===== src/rtl/simeck_pkg.sv =====
// Shared widths, state encoding and round function for the Simeck32/64 key scheduler.
package simeck_pkg;

  localparam int unsigned DATAW  = 16;
  localparam int unsigned ROUNDS = 32;
  localparam int unsigned KEYW   = 4 * DATAW;
  localparam int unsigned IDXW   = $clog2(ROUNDS);
  localparam int unsigned LFSRW  = 5;

  localparam logic [DATAW-1:0] C_BASE    = 16'hFFFC;
  localparam logic [LFSRW-1:0] LFSR_INIT = 5'b11111;

  localparam logic [2:0] S_IDLE   = 3'd0;
  localparam logic [2:0] S_EXPAND = 3'd1;
  localparam logic [2:0] S_LOAD   = 3'd2;
  localparam logic [2:0] S_ROUND  = 3'd3;
  localparam logic [2:0] S_DONE   = 3'd4;

  // Master key as presented on the bus, k0 in the LSBs.
  typedef struct packed {
    logic [DATAW-1:0] k3;
    logic [DATAW-1:0] k2;
    logic [DATAW-1:0] k1;
    logic [DATAW-1:0] k0;
  } key_t;

  // f(x) = (x & rol5(x)) ^ rol1(x)
  function automatic logic [DATAW-1:0] simeck_f(input logic [DATAW-1:0] x);
    logic [DATAW-1:0] r5;
    logic [DATAW-1:0] r1;
    r5 = {x[DATAW-6:0], x[DATAW-1:DATAW-5]};
    r1 = {x[DATAW-2:0], x[DATAW-1]};
    return (x & r5) ^ r1;
  endfunction

endpackage


===== src/rtl/simeck_key_sched_if.sv =====
// Request/round-key bus between the key source, the scheduler and the decrypt stage.
interface simeck_key_sched_if;
  import simeck_pkg::*;

  key_t             key_in;
  logic             start;
  logic             mode;
  logic             busy;
  logic             dctr;
  logic [DATAW-1:0] rkey;
  logic             rkey_valid;
  logic             done;

  modport master (
    output key_in, start, mode,
    input  busy, dctr, rkey, rkey_valid, done
  );

  modport slave (
    input  key_in, start, mode,
    output busy, dctr, rkey, rkey_valid, done
  );

endinterface


===== src/rtl/simeck_zlfsr.sv =====
// 5-bit Fibonacci LFSR s[i+5] = s[i+2] ^ s[i]; z is the oldest bit s[i].
module simeck_zlfsr
  import simeck_pkg::*;
(
  input  logic clk,
  input  logic reset,
  input  logic load,
  input  logic adv,
  output logic z
);

  logic [LFSRW-1:0] s;

  always_ff @(posedge clk or posedge reset) begin
    if (reset) begin
      s <= LFSR_INIT;
    end else if (load) begin
      s <= LFSR_INIT;
    end else if (adv) begin
      s <= {s[2] ^ s[0], s[LFSRW-1:1]};
    end
  end

  assign z = s[0];

endmodule


===== src/rtl/simeck_key_sched.sv =====
// Expands a Simeck32/64 master key into ROUNDS round keys, then plays them to the
// decrypt stage after a 2-cycle dctr load strobe, in forward or reverse order.
module simeck_key_sched
  import simeck_pkg::*;
(
  input  logic                 clk,
  input  logic                 reset,
  simeck_key_sched_if.slave    bus
);

  logic [2:0]       state;
  logic [2:0]       state_nxt;
  logic [IDXW-1:0]  idx;
  logic [DATAW-1:0] kreg;
  logic [DATAW-1:0] t0;
  logic [DATAW-1:0] t1;
  logic [DATAW-1:0] t2;
  logic             mode_q;
  logic             z;
  logic             accept_c;
  logic [DATAW-1:0] new_word_c;
  logic [IDXW-1:0]  rd_idx_c;
  logic [DATAW-1:0] rk_mem [ROUNDS];

  logic             busy_q,  busy_nxt;
  logic             dctr_q,  dctr_nxt;
  logic             rkv_q,   rkv_nxt;
  logic             done_q,  done_nxt;
  logic [DATAW-1:0] rkey_q,  rkey_nxt;

  // A start coinciding with the done pulse is refused; the next cycle is accepted.
  assign accept_c   = (state == S_IDLE) && bus.start && !done_q;
  assign new_word_c = kreg ^ simeck_f(t0) ^ (C_BASE ^ {{(DATAW-1){1'b0}}, z});
  assign rd_idx_c   = mode_q ? (IDXW'(ROUNDS - 1) - idx) : idx;

  simeck_zlfsr u_zlfsr (
    .clk   (clk),
    .reset (reset),
    .load  (accept_c),
    .adv   (state == S_EXPAND),
    .z     (z)
  );

  always_ff @(posedge clk or posedge reset) begin
    if (reset) begin
      state <= S_IDLE;
    end else begin
      state <= state_nxt;
    end
  end

  // Next state and next registered outputs.
  always_comb begin
    state_nxt = state;
    case (state)
      S_IDLE:   if (accept_c) state_nxt = S_EXPAND;
      S_EXPAND: if (idx == IDXW'(ROUNDS - 1)) state_nxt = S_LOAD;
      S_LOAD:   if (idx == IDXW'(1)) state_nxt = S_ROUND;
      S_ROUND:  if (idx == IDXW'(ROUNDS - 1)) state_nxt = S_DONE;
      S_DONE:   state_nxt = S_IDLE;
      default:  state_nxt = S_IDLE;
    endcase

    busy_nxt = (state_nxt != S_IDLE);
    dctr_nxt = (state == S_LOAD);
    rkv_nxt  = (state == S_ROUND);
    done_nxt = (state == S_DONE);
    rkey_nxt = (state == S_ROUND) ? rk_mem[rd_idx_c] : '0;
  end

  always_ff @(posedge clk or posedge reset) begin
    if (reset) begin
      busy_q <= 1'b0;
      dctr_q <= 1'b0;
      rkv_q  <= 1'b0;
      done_q <= 1'b0;
      rkey_q <= '0;
    end else begin
      busy_q <= busy_nxt;
      dctr_q <= dctr_nxt;
      rkv_q  <= rkv_nxt;
      done_q <= done_nxt;
      rkey_q <= rkey_nxt;
    end
  end

  // Key shift register, mode latch and shared phase index.
  always_ff @(posedge clk or posedge reset) begin
    if (reset) begin
      idx    <= '0;
      kreg   <= '0;
      t0     <= '0;
      t1     <= '0;
      t2     <= '0;
      mode_q <= 1'b0;
    end else begin
      case (state)
        S_IDLE: begin
          if (accept_c) begin
            kreg   <= bus.key_in.k0;
            t0     <= bus.key_in.k1;
            t1     <= bus.key_in.k2;
            t2     <= bus.key_in.k3;
            mode_q <= bus.mode;
            idx    <= '0;
          end
        end
        S_EXPAND: begin
          kreg <= t0;
          t0   <= t1;
          t1   <= t2;
          t2   <= new_word_c;
          idx  <= idx + IDXW'(1);
        end
        S_LOAD:  idx <= (idx == IDXW'(1)) ? '0 : idx + IDXW'(1);
        S_ROUND: idx <= idx + IDXW'(1);
        default: idx <= '0;
      endcase
    end
  end

  // Round-key buffer; contents are don't-care after reset.
  always_ff @(posedge clk) begin
    if (state == S_EXPAND) begin
      rk_mem[idx] <= kreg;
    end
  end

  assign bus.busy       = busy_q;
  assign bus.dctr       = dctr_q;
  assign bus.rkey       = rkey_q;
  assign bus.rkey_valid = rkv_q;
  assign bus.done       = done_q;

endmodule

===== src/flat_wrapper.sv =====
// flat-port wrapper written by rule: the top's interface ports become plain ports
module simeck_key_sched_flat import simeck_pkg::*;
  (clk, reset, bus_key_in, bus_start, bus_mode, bus_busy, bus_dctr, bus_rkey, bus_rkey_valid, bus_done);
  simeck_key_sched_if bus_i ();
  input  logic clk;
  input  logic reset;
  input wire logic [$bits(bus_i.key_in)-1:0] bus_key_in;
  input wire logic [$bits(bus_i.start)-1:0] bus_start;
  input wire logic [$bits(bus_i.mode)-1:0] bus_mode;
  output wire logic [$bits(bus_i.busy)-1:0] bus_busy;
  output wire logic [$bits(bus_i.dctr)-1:0] bus_dctr;
  output wire logic [$bits(bus_i.rkey)-1:0] bus_rkey;
  output wire logic [$bits(bus_i.rkey_valid)-1:0] bus_rkey_valid;
  output wire logic [$bits(bus_i.done)-1:0] bus_done;
  assign bus_i.key_in = bus_key_in;
  assign bus_i.start = bus_start;
  assign bus_i.mode = bus_mode;
  assign bus_busy = bus_i.busy;
  assign bus_dctr = bus_i.dctr;
  assign bus_rkey = bus_i.rkey;
  assign bus_rkey_valid = bus_i.rkey_valid;
  assign bus_done = bus_i.done;
  simeck_key_sched u_core (.clk(clk), .reset(reset), .bus(bus_i));
endmodule

===== config.mk =====
export PLATFORM = sky130hd
export DESIGN_NAME = simeck_key_sched_flat
export DESIGN_NICKNAME = d
export VERILOG_FILES = /design/src/rtl/simeck_pkg.sv /design/src/rtl/simeck_key_sched_if.sv /design/src/rtl/simeck_zlfsr.sv /design/src/rtl/simeck_key_sched.sv /design/src/flat_wrapper.sv
export SDC_FILE = /design/constraint.sdc
export NUM_CORES = 1
export LEC_CHECK = 0
export ABC_CLOCK_PERIOD_IN_PS = 4100
export BUFFER_PORTS_ARGS = -buffer_cell sky130_fd_sc_hd__buf_2
export CAP_MARGIN = 40
export CORE_ASPECT_RATIO = 0.8
export CORE_MARGIN = 2
export CORE_UTILIZATION = 25
export CTS_CLUSTER_DIAMETER = 150
export DETAILED_ROUTE_END_ITERATION = 10
export REMOVE_ABC_BUFFERS = 1
export SYNTH_ARGS = -nofsm -noshare
export SYNTH_HDL_FRONTEND = slang
export SYNTH_SLANG_ARGS = --single-unit

===== constraint.sdc =====
create_clock -name clk -period 4.1 [get_ports clk]
set_clock_uncertainty 0.2 [all_clocks]
set_input_delay 0.41 -clock clk [delete_from_list [all_inputs] [get_ports clk]]
set_output_delay 0.41 -clock clk [all_outputs]
set_load 0.01 [all_outputs]

Yosys cells after proc, flatten, opt, wreduce, memory -nomap -nowiden
Memory sizes are Yosys's and may differ from the RTL's.
Cells that the tools add are included.
Widths: inputs -> output; s select.
{"block": "classes", "eq_ne": 7, "mul": 0, "n_div": 0, "bitwise_logic": 5, "n_mux": 22, "n_shift": 0, "n_reduce_logical": 10, "add_sub_neg": 2, "order_cmp": 0}
{"op": "$pmux 16 s2", "n": 4}
{"op": "$mux 16", "n": 5}
{"op": "$xor 16x16->16", "n": 3}
{"op": "$mux 5", "n": 5}
{"op": "$and 16x16->16", "n": 1}
{"op": "$pmux 5 s3", "n": 1}
{"op": "$mux 3", "n": 4}
{"op": "$pmux 3 s4", "n": 1}
{"op": "$eq 3x2->1 const B", "n": 2}
{"op": "$add 5x1->5 const B", "n": 1}
{"op": "$eq 5x1->1 const B", "n": 1}
{"op": "$eq 5x5->1 const B", "n": 1}
{"op": "$sub 5x5->5 const A", "n": 1}
{"op": "$reduce_and 2->1", "n": 2}
{"op": "$reduce_bool 2->1", "n": 2}
{"op": "$eq 3x1->1 const B", "n": 1}
{"op": "$eq 3x3->1 const B", "n": 1}
{"op": "$logic_not 3->1", "n": 1}
{"op": "$reduce_bool 3->1", "n": 1}
{"op": "$logic_and 1x1->1", "n": 2}
{"op": "$mux 1", "n": 2}
{"op": "$ne 2x1->1 const B", "n": 1}
{"op": "$reduce_or 2->1", "n": 1}
{"op": "$logic_not 1->1", "n": 1}
{"op": "$xor 1x1->1", "n": 1}
{"block": "totals", "elab_cells": 60, "reg_bits": 98, "out_inout_bits": 20, "latchBits": 0, "n_memories": 1, "in_bits": 68, "ram_bits": 512, "mem_bits_ro": 0}
{"memory": "u_core.rk_mem", "depth": 32, "word_bits": 16, "rd": 1, "rd_clocked_by_memory_dff": 0, "wr": 1, "line": "simeck_key_sched.sv:23", "source": "logic [DATAW-1:0] rk_mem [ROUNDS];"}

Logic depth before layout (Yosys ltp)
Gate-level depths: netlist (run 1).
{"block": "logic_depth", "ltp_word": 6, "mapped_depth": 10, "mapped_depth_nobuf": 7}

By module
A second synthesis (run 1) with hierarchy kept.
{"block": "unflattened", "cells_unflattened": 2107, "area_unflattened_um2": 27495.1}
{"module": "simeck_key_sched", "area_per_inst_um2": 27269.9, "seq_area_each_um2": 17702.0, "instances": 1, "cells_each": 2088}
{"module": "simeck_zlfsr", "area_per_inst_um2": 225.2, "seq_area_each_um2": 131.4, "instances": 1, "cells_each": 19}

Worst setup path after synthesis (run 1)
OpenSTA, ideal clock, no wires.
{"block": "synth_path", "path_type": "flip-flop to flip-flop", "start": "register u_core.idx[2]", "end": "memory u_core.rk_mem[4][0], enable pin", "slack_ns": 1.223, "setup_ns": 0.388, "path_buffers": 3, "arrival_ns": 2.289, "period_less_slack_ns": 2.877, "required_ns": 3.512, "path_stages_with_launch": 6, "cell_sequence": "dfrtp_1 clkbuf_1 clkbuf_1 clkbuf_1 or3b_2 nor2_1"}
{"element": "from (decl)", "line": "simeck_key_sched.sv:13", "source": "logic [IDXW-1:0] idx;"}
{"element": "from (signal assigned)", "line": "simeck_key_sched.sv:113", "source": "idx <= idx + IDXW'(1);"}
{"element": "from (signal assigned)", "line": "simeck_key_sched.sv:115", "source": "S_LOAD: idx <= (idx == IDXW'(1)) ? '0 : idx + IDXW'(1);"}
{"element": "from (signal assigned)", "line": "simeck_key_sched.sv:116", "source": "S_ROUND: idx <= idx + IDXW'(1);"}
{"element": "to (decl)", "line": "simeck_key_sched.sv:23"}
No word-level cell before the write port.

Worst setup path after layout (run 1)
{"block": "layout_path", "start": "register u_core.mode_q", "end": "register u_core.rkey_q[9] (netlist: u_core.bus.rkey[9])"}
{"block": "layout_via", "elab_chain_len": 3}
{"element": "from (decl)", "line": "simeck_key_sched.sv:18", "source": "logic mode_q;"}
{"element": "from (signal assigned)", "line": "simeck_key_sched.sv:104", "source": "mode_q <= bus.mode;"}
{"element": "$mux 5", "line": "simeck_key_sched.sv:34", "source": "assign rd_idx_c = mode_q ? (IDXW'(ROUNDS - 1) - idx) : idx;"}
{"element": "$mem_v2 32x16"}
{"element": "$mux 16", "line": "simeck_key_sched.sv:68", "source": "rkey_nxt = (state == S_ROUND) ? rk_mem[rd_idx_c] : '0;"}
{"element": "net u_core.rkey_nxt[9]", "line": "simeck_key_sched.sv:29", "source": "logic [DATAW-1:0] rkey_q, rkey_nxt;"}
{"element": "to (signal assigned)", "line": "simeck_key_sched.sv:83", "source": "rkey_q <= rkey_nxt;"}
{"element": "to (decl)", "line": "simeck_key_sched.sv:29"}
The timed path passes the listed nets, and every way through them passes these cells.
A chain may end at the register's enable or synchronous reset.

==> results.py, run 1 <==
metrics = {
    "route": {
        "first_pass_iters": 5,
        "wl_per_cell_microns": 20.74,
        "route.vias.total": 20870,
        "routed_via_density": 5.007,
        "drc": 0,
        "drt_iter0_markers": 2074,
        "wirelength_microns": 86410,
        "ant_nets": 0,
    },
    "timing": {
        "drv_slew": 0,
        "rsz0062_at_grt": "false",
        "finalCritPeriodShare_pct": 79.48,
        "slew-limit-headroom_pct": 37.34,
        "holdWs_ns": 0.1913,
        "tightest_slew_ns": 0.9364,
        "fin_crit_ns": 3.259,
        "finalHoldViolCount": 0,
        "fmax_ghz": 0.3069,
        "setup_violations": 0,
    },
    "clock_tree": {
        "clk_pin_slew_ns": 0.07,
        "cts_setup_buffers": 0,
        "clock-sinks": 610,
        "hold_buffers": 67,
        "root_buffer": "clkbuf_16",
        "h-tree-depth": 2,
        "cts_tree": "done",
        "worst_skew_pair.late_latency_ns": 0.64,
        "clock_path_buffers": 3,
        "post_cts_resized": 0,
        "cts_made_buffers": 59,
    },
    "logic_synthesis": {
        "syn_avg_cell_area_sq_um": 12.39,
        "ys.flop_type": "edfxtp_1",
        "synth-edff-count": 512,
        "synthArstFlopShare_pct": 16.07,
        "syn_area_sq_um": 29800,
        "seq_area_frac_synth_pct": 59.84,
        "synth_warnings": 0,
        "synthDistinctLibCells": 41,
        "syn_inst": 2406,
        "ys_seq_elements": 610,
    },
    "floorplanning": {
        "dieArea_sq_um": 122000,
        "rows": 113,
        "dieHeight_microns": 312.8,
        "start_util_pct": 25.15,
        "die_w_microns": 390.0,
        "ios": 88,
        "coreArea_sq_um": 118500,
    },
    "cells_and_area": {
        "fill_cells": 11900,
        "area_growth_pct": 18.37,
        "nets": 2637,
        "final_layout_size_suffix_gt1_share_pct": 13.59,
    },
    "placed_design": {
        "dp_hpwl_microns": 52150,
        "port_buffers": 87,
        "gp_congestion": 0.7728,
    },
    "worst_hold_path": {
        "min_path_type": "input pin to async pin",
    },
    "global_route": {
        "grt_max_degree": 86,
        "grt.total_usage_pct": 13.73,
        "grt_pass1_wl_microns": 128000,
        "grt_pass1_vias": 20170,
        "antenna_found_initial": 5,
        "overflow": 0,
    },
    "power": {
        "power_frac_seq_pct": 53.9,
        "pwr-share-clk_pct": 45.1,
        "p_leak_nw": 11.07,
        "p_int_mw": 9.834,
        "vdd_drop_max_mv": 0.2931,
        "p_sw_share_pct": 20.05,
        "combPwrFrac_pct": 1.0,
        "p_per_area_nw_per_um2": 348.7,
        "p_sw_mw": 2.466,
        "power.total_mw": 12.30,
    },
    "critical_path": {
        "critPathRequiredTime_ns": 4.39,
        "critical_path.max_fanout": 40,
        "critPathLaunchType": "register",
        "path_class": "register to register",
        "critPathCaptureType": "register",
        "cp.arrival_ns": 3.55,
    },
    "job": {
        "drv_cap": 0,
    },
    "status": {
        "outcome": "complete, no violations",
    },
}
synthesized netlist by cell type (6+ instances only):
library cell	number	share of area, %
nor2_1	120	1.5
buf_4	11	0.28
o21ai_0	17	0.29
dfrtp_1	93	7.8
buf_1	13	0.16
inv_1	6	0.076
a31oi_1	16	0.34
nand3b_1	7	0.18
a21oi_1	70	1.2
nand2_1	391	4.9
o22ai_1	96	2.0
edfxtp_1	512	52
xor2_1	14	0.41
xnor2_1	21	0.62
clkbuf_1	81	1.0
mux2i_1	512	17
buf_2	82	1.4
nand3_1	7	0.12
or4_1	16	0.40
a22oi_1	272	6.9
state kept, by name, indices dropped and copies added (netlist names), 3 cells and up:
register and count:
u_core.state 3, u_core.rk_mem 512, u_core.bus.rkey 16, u_core.u_zlfsr.s 5
u_core.idx 5, u_core.t2 16, u_core.t1 16, u_core.kreg 16
u_core.t0 16
final cells by class:
| cell class | instances | area [sq um] | share of cell area [%] |
|---|---|---|---|
| flip-flops and latches | 610 | 17850 | 50.60 |
| multi-input cells | 1598 | 11130 | 31.54 |
| repair buffers | 289 | 2385 | 6.761 |
| well taps | 1552 | 1942 | 5.505 |
| clock buffers | 84 | 1703 | 4.828 |
| clock inverters | 26 | 236.5 | 0.6704 |
| inverters | 6 | 27.53 | 0.07804 |
| diodes | 2 | 5.005 | 0.01419 |
cells in the final DEF (no fill, tap or decap), types with 5 or more instances in the layout:
master	n
nor2_1	106
clkbuf_1	14
nand2_1	390
o21ai_0	17
clkbuf_8	9
a31oi_1	16
clkinv_1	5
xor2_1	14
nor2_2	13
nand3_1	7
nand3b_1	7
o22ai_1	96
dfstp_2	5
buf_4	115
ha_1	5
dlygate4sd3_1	67
a21oi_1	66
buf_2	87
or4_1	16
clkinv_2	12
mux2i_1	512
edfxtp_1	512
xnor2_1	21
a22oi_1	272
buf_12	18
clkbuf_16	61
dfrtp_1	89
or3b_2	5
power groups by stage:
| stage | combinational [mW] | clock, mW | sequential (mW) |
|---|---|---|---|
| after global placement | 0.0635 | 0 | 6.76 |
| after detailed placement | 0.0660 | 0 | 6.76 |
| after floorplan | 0.0164 | 0 | 6.76 |
| final | 0.117 | 5.55 | 6.63 |
| after CTS | 0.115 | 5.64 | 6.63 |
| after global routing | 0.126 | 5.89 | 6.63 |
through the flow:
step           utilization [%]  cells  setup TNS (ns)  worst slack [ns]  cell area (sq um)
2_1_floorplan                -   2214        -7514.44            -14.72              28900
3_3_place_gp             27.52   3986               0            0.9227              32600
3_5_place_dp             27.56   3988               0            0.8935              32660
4_1_cts                  29.77   4165               0            0.8844              35270
5_1_grt                  29.77   4165               0            0.7522              35270
6_report                 29.77   4167               0            0.8413              35270
cell families (layout without fill, tap and decap cells):
family / Yosys count / count (layout) / share of synthesized area, %
buffers and inverters: 198 / 405 / 3.103
and+or+nand+nor: 568 / 568 / 7.763
DFF: 610 / 610 / 59.84
other: 0 / 2 / 0
adders and majority gates: 5 / 5 / 0.2099
muxes: 512 / 512 / 17.20
AOI/OAI and AO/OA: 478 / 478 / 10.85
xor gates and xnor gates: 35 / 35 / 1.029
worst max-delay path, cell delays in order (launching register included):
cell and delay (ns):
dfrtp_4 0.72, buf_4 0.31, nor2b_4 0.45, buf_12 0.32, a22oi_1 0.12, nand2_1 0.11, o22ai_1 0.22, or4_1 0.59
final timing paths:
check,startpoint,to,slack [ns],cells past startpoint
max in group asynchronous,reset,u_core.bus.rkey[4],2.47,5
worst min register to register,u_core.u_zlfsr.s[3],u_core.u_zlfsr.s[3],0.28,2
worst max register to register,u_core.mode_q,u_core.bus.rkey[9],0.84,7
worst min-delay path,reset,u_core.kreg[0],0.19,3
min in group clk,u_core.u_zlfsr.s[3],u_core.u_zlfsr.s[3],0.28,2
worst max-delay path,u_core.mode_q,u_core.bus.rkey[9],0.84,7
per-layer routing:
layer / global-route usage (%) / vias up / part of all wire [%]
li1: - / 9410 / -
met1: 20.12 / 10600 / 47
met2: 20.44 / 736 / 43
met3: 3.104 / 110 / 8.1
met4: 3.273 / 6 / 1.9
met5: 0 / - / 0.049
No activity file was read; power rests on OpenSTA's default activity.
==> run 2, diff against run 1 <==
--- a/config.mk
+++ b/config.mk
@@ -5,7 +5,7 @@
 export SDC_FILE = /design/constraint.sdc
 export NUM_CORES = 1
 export LEC_CHECK = 0
-export ABC_CLOCK_PERIOD_IN_PS = 4100
+export ABC_CLOCK_PERIOD_IN_PS = 2700
 export BUFFER_PORTS_ARGS = -buffer_cell sky130_fd_sc_hd__buf_2
 export CAP_MARGIN = 40
 export CORE_ASPECT_RATIO = 0.8
==> constraint.sdc (replaced) <==
create_clock -name clk -period 2.7 [get_ports clk]
set_clock_uncertainty 0.2 [all_clocks]
set_input_delay 0.27 -clock clk [delete_from_list [all_inputs] [get_ports clk]]
set_output_delay 0.27 -clock clk [all_outputs]
set_load 0.01 [all_outputs]
==> run 2 against run 1 <==
Routed wire length shrank 1.2%; clock power is 52% higher; clock-buffer cell count is the same; register-to-register slack got worse by 0.82 ns; sequential share of layout area decreased by 1.1 points; core utilization rose by 0.64 points; sequential power increased by 52%; final cell count is 0.82% higher; first-iteration DRC count shrank 14%; sequential cell count is the same; critical path type unchanged; largest cell class unchanged.
==> results.py, run 2 (synthesis gave the netlist of run 1 again) <==
metrics = {
    "power": {
        "p_leak_nw": 11.37,
        "vdd_drop_max_mv": 0.4691,
        "p_per_area_nw_per_um2": 519.1,
    },
    "timing": {
        "drv_slew": 0,
        "fin_crit_ns": 2.674,
        "worst_slack_ns": 0.02614,
        "finalCritPeriodShare_pct": 99.03,
        "rsz0062_at_grt": "true",
        "slew-limit-headroom_pct": 51.10,
        "setup_violations": 0,
        "fmax_ghz": 0.3740,
        "holdWs_ns": 0.1129,
        "finalHoldViolCount": 0,
        "tightest_slew_ns": 0.7335,
    },
    "floorplanning": {
        "ios": 88,
        "dieArea_sq_um": 122000,
        "start_util_pct": 25.15,
        "rows": 113,
        "die_w_microns": 390.0,
        "coreArea_sq_um": 118500,
        "dieHeight_microns": 312.8,
    },
    "route": {
        "wl_per_cell_microns": 20.33,
        "drc": 0,
        "routed_via_density": 4.933,
        "first_pass_iters": 8,
        "ant_nets": 0,
        "wirelength_microns": 85410,
        "route.vias.total": 20720,
        "drt_iter0_markers": 1790,
    },
    "clock_tree": {
        "root_buffer": "clkbuf_16",
        "cts_tree": "done",
        "cts_made_buffers": 58,
        "clk_pin_slew_ns": 0.07,
        "clock_path_buffers": 3,
        "clock-sinks": 610,
        "worst_skew_pair.late_latency_ns": 0.64,
        "h-tree-depth": 2,
    },
    "cells_and_area": {
        "fin_util_pct": 30.41,
        "mostFrequentLayoutCells": "512 x mux2i_1, 512 x edfxtp_1, 390 x nand2_1",
        "final_layout_size_suffix_gt1_share_pct": 14.54,
        "fin_cells": 4201,
        "area_growth_pct": 20.91,
        "largest_reg_flops": 512,
        "top_register": "u_core.rk_mem",
        "nets": 2671,
    },
    "critical_path": {
        "critPathSlowestCell": "nor2b_4",
        "critPathRequiredTime_ns": 3.07,
        "path_class": "register to register",
        "critical_path.max_fanout": 21,
        "critPathCaptureType": "register",
        "cp.arrival_ns": 3.04,
        "reg2reg_from": "u_core.mode_q",
        "slowest_delay_ns": 0.66,
        "rrSetupSlack_ns": 0.03,
        "critPathLaunchType": "register",
        "crit_chain": "nor2b_4, buf_12, a22oi_1, o22ai_1, or4_1",
        "worstReg2RegEnd": "u_core.bus.rkey[11]",
        "ff2ff_path_depth": 5,
    },
    "global_route": {
        "grt.total_usage_pct": 13.58,
        "overflow": 0,
        "grt_pass1_vias": 20000,
        "grt_pass1_wl_microns": 126300,
        "grt_max_degree": 79,
        "antenna_found_initial": 5,
    },
    "placed_design": {
        "dp_hpwl_microns": 51920,
        "place_ws_ns": 0.05511,
        "port_buffers": 87,
        "gp_congestion": 0.8033,
        "placed_cells_incl_taps": 4022,
    },
    "worst_hold_path": {
        "min_path_type": "input pin to async pin",
    },
    "status": {
        "outcome": "complete, no violations",
    },
    "job": {
        "drv_cap": 0,
    },
}
==> run 2: changes by cell type in the layout (fill, tap and decap cells not counted), sizes merged <==
cell | before | now
bufinv | 4 | 6
clkinvlp | 3 | 2
diode | 2 | 1
clkinv | 18 | 17
buf | 222 | 257
==> run 2: worst max-delay path by stage <==
stage	from	to	cells past startpoint	slack, ns
2_1_floorplan	u_core.idx[0]	u_core.idx[0]	5	-16.12
4_1_cts	u_core.idx[0]	u_core.bus.rkey[12]	7	0.04
5_1_grt	u_core.mode_q	u_core.bus.rkey[12]	5	-0.02
6_report	u_core.mode_q	u_core.bus.rkey[11]	5	0.03
3_5_place_dp	u_core.idx[0]	u_core.bus.rkey[12]	7	0.06
3_3_place_gp	u_core.idx[0]	u_core.bus.rkey[7]	7	0.09
==> run 2: timing repair <==
| item | 4_1_cts | 5_1_grt |
|---|---|---|
| resized for setup | 0 | 5 |
| setup buffers | 0 | 1 |
| endpoints found under the hold margin | 109 | 0 |
| endpoints found under the setup margin | 0 | 7 |
| hold buffers | 67 | 0 |
==> run 2: where the power goes <==
group          switching [mW]  internal, mW
clock                    3.59          4.86
combinational          0.0746         0.104
sequential                  0          10.1
total                    3.66          15.0
==> run 2: metal layers <==
metal / GRT usage, % / share of wire, % / wire [microns]
met1: 19.62 / 47 / 39930
met2: 20.55 / 44 / 37520
met3: 2.839 / 7.3 / 6232
met4: 3.642 / 2.0 / 1715
met5: 0 / 0.015 / 13
==> run 2: area by class of cell <==
cell class / count / area (sq um)
Clock inverter: 26 / 275.3
Fill cell: 11870 / 82450
Multi-Input combinational cell: 1598 / 11140
Timing Repair Buffer: 324 / 3123
Sequential cell: 610 / 17850
Inverter: 6 / 27.53
Tap cell: 1552 / 1942
Antenna cell: 1 / 2.502
Clock buffer: 84 / 1673
==> run 2: critical path: cells and delay by family (launching register included) <==
family	cells	cell delay [ns]
buffers and inverters	1	0.25
and+or+nand+nor	2	0.86
DFF	1	0.58
AOI/OAI and AO/OA	2	0.68
==> run 2: stage by stage <==
| step | area (sq um) | setup TNS (ns) | power, mW |
|---|---|---|---|
| after floorplan | 28900 | -8327.33 | 10.30 |
| after global placement | 33370 | 0 | 10.37 |
| after detailed placement | 33370 | 0 | 10.37 |
| after CTS | 35990 | 0 | 18.88 |
| after global routing | 36030 | -0.02421 | 19.26 |
| final | 36030 | 0 | 18.70 |
==> run 3, diff against run 2 <==
--- a/config.mk
+++ b/config.mk
@@ -8,12 +8,12 @@
 export ABC_CLOCK_PERIOD_IN_PS = 2700
 export BUFFER_PORTS_ARGS = -buffer_cell sky130_fd_sc_hd__buf_2
 export CAP_MARGIN = 40
-export CORE_ASPECT_RATIO = 0.8
 export CORE_MARGIN = 2
 export CORE_UTILIZATION = 25
 export CTS_CLUSTER_DIAMETER = 150
 export DETAILED_ROUTE_END_ITERATION = 10
 export REMOVE_ABC_BUFFERS = 1
+export SLEW_MARGIN = 20
 export SYNTH_ARGS = -nofsm -noshare
 export SYNTH_HDL_FRONTEND = slang
 export SYNTH_SLANG_ARGS = --single-unit
==> run 3 against run 2 <==
Sequential cell count unchanged; final cell count rose by 0.29%; non-clock buffer count up 18; critical path depth rose by 3; critical path type unchanged; largest cell class unchanged.
==> results.py, run 3 (synthesis gave the netlist of run 1 again) <==
metrics = {
    "floorplanning": {
        "start_util_pct": 25.24,
        "coreArea_sq_um": 118100,
        "dieArea_sq_um": 122000,
        "die_w_microns": 349.3,
        "rows": 126,
        "ios": 88,
        "dieHeight_microns": 349.3,
    },
    "power": {
        "p_leak_nw": 11.56,
        "combPwrFrac_pct": 0.9,
        "p_sw_share_pct": 19.87,
        "p_per_area_nw_per_um2": 525.4,
        "power_frac_seq_pct": 52.7,
        "p_sw_mw": 3.800,
        "p_int_mw": 15.32,
        "vdd_drop_max_mv": 0.4406,
        "pwr-share-clk_pct": 46.4,
        "power.total_mw": 19.12,
    },
    "global_route": {
        "grt.total_usage_pct": 14.14,
        "antenna_found_initial": 8,
        "overflow": 0,
        "grt_pass1_wl_microns": 129900,
        "grt_pass1_vias": 20790,
        "grt_max_degree": 85,
    },
    "timing": {
        "finalHoldViolCount": 0,
        "drv_slew": 0,
        "slew-limit-headroom_pct": 43.46,
        "tightest_slew_ns": 0.8461,
        "fin_crit_ns": 2.655,
        "fmax_ghz": 0.3767,
        "setup_violations": 0,
        "finalCritPeriodShare_pct": 98.32,
        "holdWs_ns": 0.08798,
    },
    "job": {
        "drv_cap": 0,
    },
    "critical_path": {
        "path_class": "register to register",
        "reg2reg_from": "u_core.mode_q",
        "critPathRequiredTime_ns": 2.97,
        "ff2ff_path_depth": 8,
        "critPathCaptureType": "register",
        "worstReg2RegEnd": "u_core.bus.rkey[7]",
        "rrSetupSlack_ns": 0.05,
        "critical_path.max_fanout": 35,
        "cp.arrival_ns": 2.92,
        "setup.worst_path.start": "u_core.mode_q",
        "worstSetupEndpoint": "u_core.bus.rkey[7]",
        "critPathLaunchType": "register",
    },
    "route": {
        "wl_per_cell_microns": 20.84,
        "routed_via_density": 4.964,
        "first_pass_iters": 5,
        "wirelength_microns": 87790,
        "drc": 0,
        "route.vias.total": 20920,
        "ant_nets": 0,
        "drt_iter0_markers": 1816,
    },
    "cells_and_area": {
        "largest_reg_flops": 512,
        "area_growth_pct": 22.14,
        "nets": 2698,
        "top_register": "u_core.rk_mem",
        "mostFrequentLayoutCells": "512 x mux2i_1, 512 x edfxtp_1, 390 x nand2_1",
        "fin_util_pct": 30.82,
        "final_layout_size_suffix_gt1_share_pct": 15.28,
    },
    "status": {
        "outcome": "complete, no violations",
    },
    "clock_tree": {
        "clock-sinks": 610,
        "h-tree-depth": 3,
        "clk_pin_slew_ns": 0.06,
        "cts_tree": "done",
        "worst_skew_pair.late_latency_ns": 0.63,
        "cts_setup_buffers": 0,
        "clock_path_buffers": 3,
        "cts_made_buffers": 67,
        "root_buffer": "clkbuf_16",
    },
    "placed_design": {
        "dp_hpwl_microns": 55930,
        "port_buffers": 87,
        "gp_congestion": 0.7646,
    },
    "worst_hold_path": {
        "min_path_type": "input pin to async pin",
    },
}
[run 3: changes by cell type in the layout (fill, tap and decap cells not counted), sizes merged]
cell / delta
clkinv: -4
buf: +18
inv: +2
clkbuf: +18
bufinv: -4
clkinvlp: -2
[run 3: layout make-up]
class                   count  area (sq um)
fillers                 11600         81680
flip-flops and latches    610         17850
multi-input cells        1598         11160
repair buffers            342          3338
clock buffers             102          1932
well taps                1536          1922
clock inverters            18         166.4
inverters                   6         27.53
diodes                      1         2.502
[run 3: what timing repair did]
action,4_1_cts,5_1_grt
hold endpoints to repair,120,0
pin swaps,0,1
hold buffers,67,0
endpoints found under the setup margin,1,5
resized for setup,1,7
[run 3: through the flow]
stage | TNS [ns] | instances | setup slack, ns | area (sq um)
2_1_floorplan | -8327.33 | 2214 | -16.12 | 28900
3_3_place_gp | -0.05835 | 4024 | -0.04416 | 33550
3_5_place_dp | -0.08921 | 4025 | -0.08921 | 33580
4_1_cts | 0 | 4212 | 0.003675 | 36360
5_1_grt | -0.001005 | 4212 | -0.001005 | 36390
6_report | 0 | 4213 | 0.04538 | 36400
[run 3: critical path, stage by stage (launching register included)]
cell,delay (ns)
dfrtp_4,0.50
buf_4,0.18
nor2b_4,0.17
buf_12,0.23
buf_12,0.18
a22oi_1,0.09
nand2_1,0.09
o22ai_1,0.22
or4_1,0.62
[run 3: power by group through the flow]
stage	Clock, mW	Sequential, mW	Combinational [mW]
detailed placement	0	10.3	0.102
global placement	0	10.3	0.103
global route	9.40	10.1	0.194
finish	8.87	10.1	0.179
floorplan	0	10.3	0.0249
CTS	9.03	10.1	0.178
[run 3: routing by layer]
metal	track usage (%)	vias to the layer above	wire length, microns
li1	-	9547	-
met4	4.565	4	2607
met5	0	-	25
met1	18.53	10590	38320
met2	23.10	630	41070
met3	3.108	146	5765
[run 3: worst min path at each step]
stage	from	slack, ns	endpoint
finish	reset	0.09	u_core.t1[12]
global route	reset	0.12	u_core.t1[12]
CTS	reset	0.06	u_core.t1[7]
detailed placement	reset	0.18	u_core.t1[12]
global placement	reset	0.18	u_core.t1[12]
floorplan	bus_mode	0.18	u_core.mode_q
